==> src/rtl/dsp_mac_seq_pkg.sv <==
`default_nettype none
// ============================================================================
// Module      : dsp_mac_seq_pkg
// Description : Shared types and default widths for the dot-product
//               sequencer that drives an external multiply-accumulate slice.
// Revision    : 1.0 - initial release
// ============================================================================
package dsp_mac_seq_pkg;

    localparam int c_DEF_WIDTH_OP1 = 18;
    localparam int c_DEF_WIDTH_OP2 = 25;
    localparam int c_DEF_WIDTH_OUT = 48;
    localparam int c_DEF_LEN_W     = 8;
    localparam int c_DEF_DSP_LAT   = 3;

    typedef enum logic [1:0] {
        S_IDLE  = 2'd0,
        S_FEED  = 2'd1,
        S_DRAIN = 2'd2,
        S_DONE  = 2'd3
    } dsp_mac_seq_state_t;

endpackage
`default_nettype wire

==> src/rtl/dsp_mac_seq.sv <==
`default_nettype none
// ============================================================================
// Module      : dsp_mac_seq
// Description : Streams LEN signed operand pairs into an external DSP MAC
//               slice, drains its pipeline and returns the accumulated sum
//               on a valid/ready result port.
//               Optional macro DSP_MAC_SEQ_BIAS_EN adds a BIAS preload input.
// Revision    : 1.0 - initial release
// ============================================================================
module dsp_mac_seq
    import dsp_mac_seq_pkg::*;
#(
    parameter int WIDTH_OP1 = c_DEF_WIDTH_OP1,
    parameter int WIDTH_OP2 = c_DEF_WIDTH_OP2,
    parameter int WIDTH_OUT = c_DEF_WIDTH_OUT,
    parameter int LEN_W     = c_DEF_LEN_W,
    parameter int DSP_LAT   = c_DEF_DSP_LAT
) (
    input  logic                 CLK,
    input  logic                 RSTN,
    input  logic                 START,
    input  logic [LEN_W-1:0]     LEN,
`ifdef DSP_MAC_SEQ_BIAS_EN
    input  logic [WIDTH_OUT-1:0] BIAS,
`endif
    output logic                 BUSY,
    input  logic                 IN_VALID,
    output logic                 IN_READY,
    input  logic [WIDTH_OP1-1:0] IN_OP1,
    input  logic [WIDTH_OP2-1:0] IN_OP2,
    output logic                 DSP_EN,
    output logic                 DSP_ACC_EN,
    output logic                 DSP_ACC_IN_EN,
    output logic [WIDTH_OP1-1:0] DSP_OP1,
    output logic [WIDTH_OP2-1:0] DSP_OP2,
    output logic [WIDTH_OUT-1:0] DSP_ACC,
    input  logic [WIDTH_OUT-1:0] DSP_OUT,
    output logic                 RES_VALID,
    input  logic                 RES_READY,
    output logic [WIDTH_OUT-1:0] RES_DATA
);

    // Drain counter must hold DSP_LAT itself, and at least one bit.
    localparam int c_DRAIN_W = (DSP_LAT < 1) ? 1 : $clog2(DSP_LAT + 1);

    dsp_mac_seq_state_t     r_state;
    dsp_mac_seq_state_t     w_state_nxt;
    logic [LEN_W-1:0]       r_rem;
    logic [c_DRAIN_W-1:0]   r_drain;
    logic                   r_issued;
    logic [WIDTH_OUT-1:0]   r_res_data;
    logic                   w_hs;
    logic                   w_last;

`ifdef DSP_MAC_SEQ_BIAS_EN
    logic [WIDTH_OUT-1:0]   r_bias;
`endif

    // An operand beat is consumed only while feeding; READY is 1 throughout FEED.
    assign w_hs   = (r_state == S_FEED) && IN_VALID;
    assign w_last = w_hs && (r_rem == LEN_W'(1));

    // State register.
    always_ff @(posedge CLK) begin
        if (!RSTN) begin
            r_state <= S_IDLE;
        end else begin
            r_state <= w_state_nxt;
        end
    end

    // Next-state decode; START is only honoured while IDLE.
    always_comb begin
        w_state_nxt = r_state;
        case (r_state)
            S_IDLE:  if (START) w_state_nxt = (LEN == '0) ? S_DONE : S_FEED;
            S_FEED:  if (w_last) w_state_nxt = S_DRAIN;
            S_DRAIN: if (r_drain == '0) w_state_nxt = S_DONE;
            S_DONE:  if (RES_READY) w_state_nxt = S_IDLE;
            default: w_state_nxt = S_IDLE;
        endcase
    end

    // Beat/drain counters, first-beat flag and result capture.
    always_ff @(posedge CLK) begin
        if (!RSTN) begin
            r_rem      <= '0;
            r_drain    <= '0;
            r_issued   <= 1'b0;
            r_res_data <= '0;
`ifdef DSP_MAC_SEQ_BIAS_EN
            r_bias     <= '0;
`endif
        end else begin
            case (r_state)
                S_IDLE: begin
                    if (START) begin
                        r_rem    <= LEN;
                        r_issued <= 1'b0;
`ifdef DSP_MAC_SEQ_BIAS_EN
                        r_bias   <= BIAS;
                        if (LEN == '0) r_res_data <= BIAS;
`else
                        if (LEN == '0) r_res_data <= '0;
`endif
                    end
                end
                S_FEED: begin
                    if (w_hs) begin
                        r_rem    <= r_rem - LEN_W'(1);
                        r_issued <= 1'b1;
                        if (w_last) r_drain <= c_DRAIN_W'(DSP_LAT);
                    end
                end
                S_DRAIN: begin
                    // The last beat reaches DSP_OUT exactly when the counter has run out.
                    if (r_drain != '0) begin
                        r_drain <= r_drain - c_DRAIN_W'(1);
                    end else begin
                        r_res_data <= DSP_OUT;
                    end
                end
                default: ;
            endcase
        end
    end

    // Output decode; bubbles carry zero operands and the first real beat
    // restarts the accumulator so earlier bubbles never leak into the sum.
    always_comb begin
        BUSY          = (r_state != S_IDLE);
        IN_READY      = 1'b0;
        DSP_EN        = 1'b0;
        DSP_ACC_EN    = 1'b0;
        DSP_ACC_IN_EN = 1'b0;
        DSP_OP1       = '0;
        DSP_OP2       = '0;
        DSP_ACC       = '0;
        RES_VALID     = 1'b0;
        case (r_state)
            S_FEED: begin
                IN_READY   = 1'b1;
                DSP_EN     = 1'b1;
                DSP_ACC_EN = r_issued;
                if (w_hs) begin
                    DSP_OP1 = IN_OP1;
                    DSP_OP2 = IN_OP2;
`ifdef DSP_MAC_SEQ_BIAS_EN
                    if (!r_issued) begin
                        DSP_ACC_IN_EN = 1'b1;
                        DSP_ACC       = r_bias;
                    end
`endif
                end
            end
            S_DRAIN: begin
                DSP_EN     = 1'b1;
                DSP_ACC_EN = 1'b1;
            end
            S_DONE: begin
                RES_VALID = 1'b1;
            end
            default: ;
        endcase
    end

    assign RES_DATA = r_res_data;

endmodule
`default_nettype wire

==> config.mk <==
export PLATFORM = sky130hd
export DESIGN_NAME = dsp_mac_seq
export DESIGN_NICKNAME = d
export VERILOG_FILES = /design/src/rtl/dsp_mac_seq_pkg.sv /design/src/rtl/dsp_mac_seq.sv
export SDC_FILE = /design/constraint.sdc
export NUM_CORES = 1
export LEC_CHECK = 0
export ABC_AREA = 1
export CAP_MARGIN = 20
export CORE_ASPECT_RATIO = 0.75
export CORE_MARGIN = 4
export CORE_UTILIZATION = 38
export DETAILED_ROUTE_END_ITERATION = 8
export PLACE_DENSITY_LB_ADDON = 0.2
export SLEW_MARGIN = 5
export SYNTH_ARGS = -nofsm -noshare
export SYNTH_HDL_FRONTEND = slang
export SYNTH_SLANG_ARGS = --single-unit
export TNS_END_PERCENT = 100
==> constraint.sdc <==
create_clock -name CLK -period 3.7 [get_ports CLK]
set_clock_uncertainty 0.2 [all_clocks]
set_input_delay 0.555 -clock CLK [delete_from_list [all_inputs] [get_ports CLK]]
set_output_delay 0.555 -clock CLK [all_outputs]
set_load 0.005 [all_outputs]
==> impl_metrics.env <==
export IMPL_dieWidth_um=118
export IMPL_final_area_um2=5600
export IMPL_gp_congestion=0.874
export IMPL_vias=3668
export IMPL_maxSlewHeadroom=0.324
export IMPL_cts_tree="built"
export IMPL_cts_resized=0
export IMPL_path_depth=5
export IMPL_synth_seq_area_share=0.357
export IMPL_h_tree_depth=3
export IMPL_overflow=0
export IMPL_row_count=29
export IMPL_pin_count=249
export IMPL_cts_hold_buf=0
export IMPL_drt_first_pass_iters=6
export IMPL_die_area_um2=10600
export IMPL_finalCritPeriodShare=0.771
export IMPL_ys_seq_elements=61
export IMPL_max_cap_violations=0
export IMPL_yosysTopAreaCell="dfxtp_1"
export IMPL_hold_viol=0
export IMPL_place_ws_ns=0.857
export IMPL_tightest_slew_ns=1.01
export IMPL_powerDensity_nw_per_um2=542
export IMPL_place_area_um2=5240
export IMPL_vias_per_cell=4.62
export IMPL_portBuffers=199
export IMPL_cts_root_buf="clkbuf_16"
export IMPL_dp_cells=778
export IMPL_start_util=0.398
export IMPL_critPathBufInv=3
export IMPL_crit_chain="clkdlybuf4s50_1, nand2_1, buf_4, nor2_1, clkdlybuf4s50_1"
export IMPL_cts_sinks=61
export IMPL_nets=792
export IMPL_cp_slowest_stage_delay_ns=0.52
export IMPL_yosys_area_top_type_share=0.357
export IMPL_status="complete, no violations"
export IMPL_crit_family="buffers and inverters"
export IMPL_cp_common_cell="clkdlybuf4s50_1"
export IMPL_syn_area_um2=3420
export IMPL_r2r_end="RES_DATA[13]"
export IMPL_yosysUniqueCellTypes=21
export IMPL_post_dp_hpwl_mm=8.53
export IMPL_drv_slew=0
export IMPL_worstPathMaxFanout=43
export IMPL_rr_worst_depth=9
export IMPL_cp_endpoint="DSP_OP2[0]"
export IMPL_synthCells=499
export IMPL_routedWlPerCell_um=14.3
export IMPL_instances_no_fill=794
export IMPL_core_area_um2=8600
export IMPL_power_leakage_nw=2.30
export IMPL_setup_ws_ns=0.847
export IMPL_finalSetupViolCount=0
export IMPL_syn_area_per_cell_um2=6.86
export IMPL_grt_max_degree=59
export IMPL_insertion_delay_ns=0.32
export IMPL_antenna_found_initial=0
export IMPL_drc=0
export IMPL_fmaxAchievable_mhz=350
export IMPL_critical_path_arrival_ns=2.10
export IMPL_routed_wl_mm=11.4
export IMPL_hold_path_class="register to register"
export IMPL_rsz0062_at_grt="false"
export IMPL_cp_end_kind="output port"
export IMPL_grt_pass1_vias=3442
export IMPL_synthTopCellsByArea="dfxtp_1, buf_4, nand2_1, nand4_1, a21oi_1"
export IMPL_ant_nets=0
export IMPL_antennaDiodeCount=0
export IMPL_min_period_ns=2.85
export IMPL_numCtsBuffers=9
export IMPL_cts_setup_buffers=0
export IMPL_critical_path_class="primary input to output port"
export IMPL_reg2reg_slack_ns=1.21
export IMPL_syn_to_final_growth_pct=63.8
export IMPL_holdWs_ns=0.260
export IMPL_n_fill_cell=769
export IMPL_die_h_um=90.2
export IMPL_drtIter0Drc=198
export IMPL_critPathSlowestCell="clkdlybuf4s50_1"
export IMPL_finalSetupTns_ns=0
export IMPL_crit_required_ns=2.94
export IMPL_grt_usage=0.203
export IMPL_rr_startpoint="r_state[0]"
export IMPL_clock_path_buffers=2
export IMPL_grt_pass1_wl_mm=18.0
export IMPL_vdd_drop_max_uv=330
export IMPL_clkTransAtPathRegs_ns=0.05
export IMPL_regArea_um2=1220
export IMPL_multi_input_area_um2=1620
export IMPL_critPathLaunchType="primary input"
export IMPL_synth_warnings=0
export IMPL_crit_start="IN_VALID"
export IMPL_drive_gt1_frac=0.0423
-- power by group --
part | switching, mW | internal [mW]
sequential | 0.0591 | 0.755
clock | 0.279 | 0.713
combinational | 0.720 | 0.512
-- cells in the mapped netlist, drive strengths merged --
master and number:
ha 7, clkbuf 13, buf 69, a21oi 62, nor2 57, nand2 89, o21a 1, dfxtp 61
inv 62, conb 1, nand3 9, nand4 50, o31ai 1, o21ai 16, a21boi 1
-- flip-flops by register name, indices dropped and copies added, names as in the netlist --
name and cells:
RES_DATA 48, r_drain 2, r_issued 1, r_rem 8, r_state 2
-- layout by cell type (no fill, tap or decap), types with 2 or more instances in the layout --
master,instances
clkdlybuf4s50_1,199
nand2_1,89
a21oi_1,62
dfxtp_1,61
inv_1,59
nor2_1,57
nand4_1,50
conb_1,49
o21ai_0,13
clkbuf_16,9
nand3_1,8
ha_1,6
buf_4,6
inv_2,3
clkbuf_8,3
bufinv_16,3
o21ai_2,2
-- metrics by stage --
stage / util / total power [mW]
6_report: 0.652 / 3.04
5_1_grt: 0.652 / 3.24
4_1_cts: 0.652 / 3.05
3_5_place_dp: 0.610 / 2.05
3_3_place_gp: 0.610 / 2.03
2_1_floorplan: - / 1.61
-- area by class of cell --
class	instances	area share
inverter	62	0.0415
sequential	61	0.218
tap	108	0.0241
clock inverter	3	0.0161
clock buffer	13	0.0482
multi-input combinational	342	0.289
timing repair buffer	205	0.364
-- tightest hold or removal path: cells and delay by family, from the launching register on --
kind,cells,cell delay [ns]
AO/OA/AOI/OAI,1,0.05
flip-flops,1,0.30
AND/OR/NAND/NOR,1,0.06
-- worst min-delay path by stage --
stage / from / endpoint / depth (start not counted)
after global routing: RES_DATA[47] / RES_DATA[47] / 2
after detailed placement: RES_DATA[36] / RES_DATA[36] / 2
after CTS: RES_DATA[36] / RES_DATA[36] / 2
after floorplan: r_rem[6] / r_rem[6] / 2
final: RES_DATA[27] / RES_DATA[27] / 2
after global placement: RES_DATA[30] / RES_DATA[30] / 2
-- cells by family after synthesis --
group	count (synthesis)	synth area share
AO/OA/AOI/OAI	81	0.124
buffers and inverters	144	0.226
AND/OR/NAND/NOR	205	0.266
adder cells (fa/ha/maj)	7	0.0256
flip-flops	61	0.357
other	1	0.00110
-- metal layers --
| metal | global-route usage | routed length [µm] |
|---|---|---|
| met1 | 0.262 | 4940 |
| met2 | 0.341 | 5590 |
| met3 | 0.0508 | 738 |
| met4 | 0.0517 | 102 |
| met5 | 0 | 0 |
(Power assumes the default switching activity.)
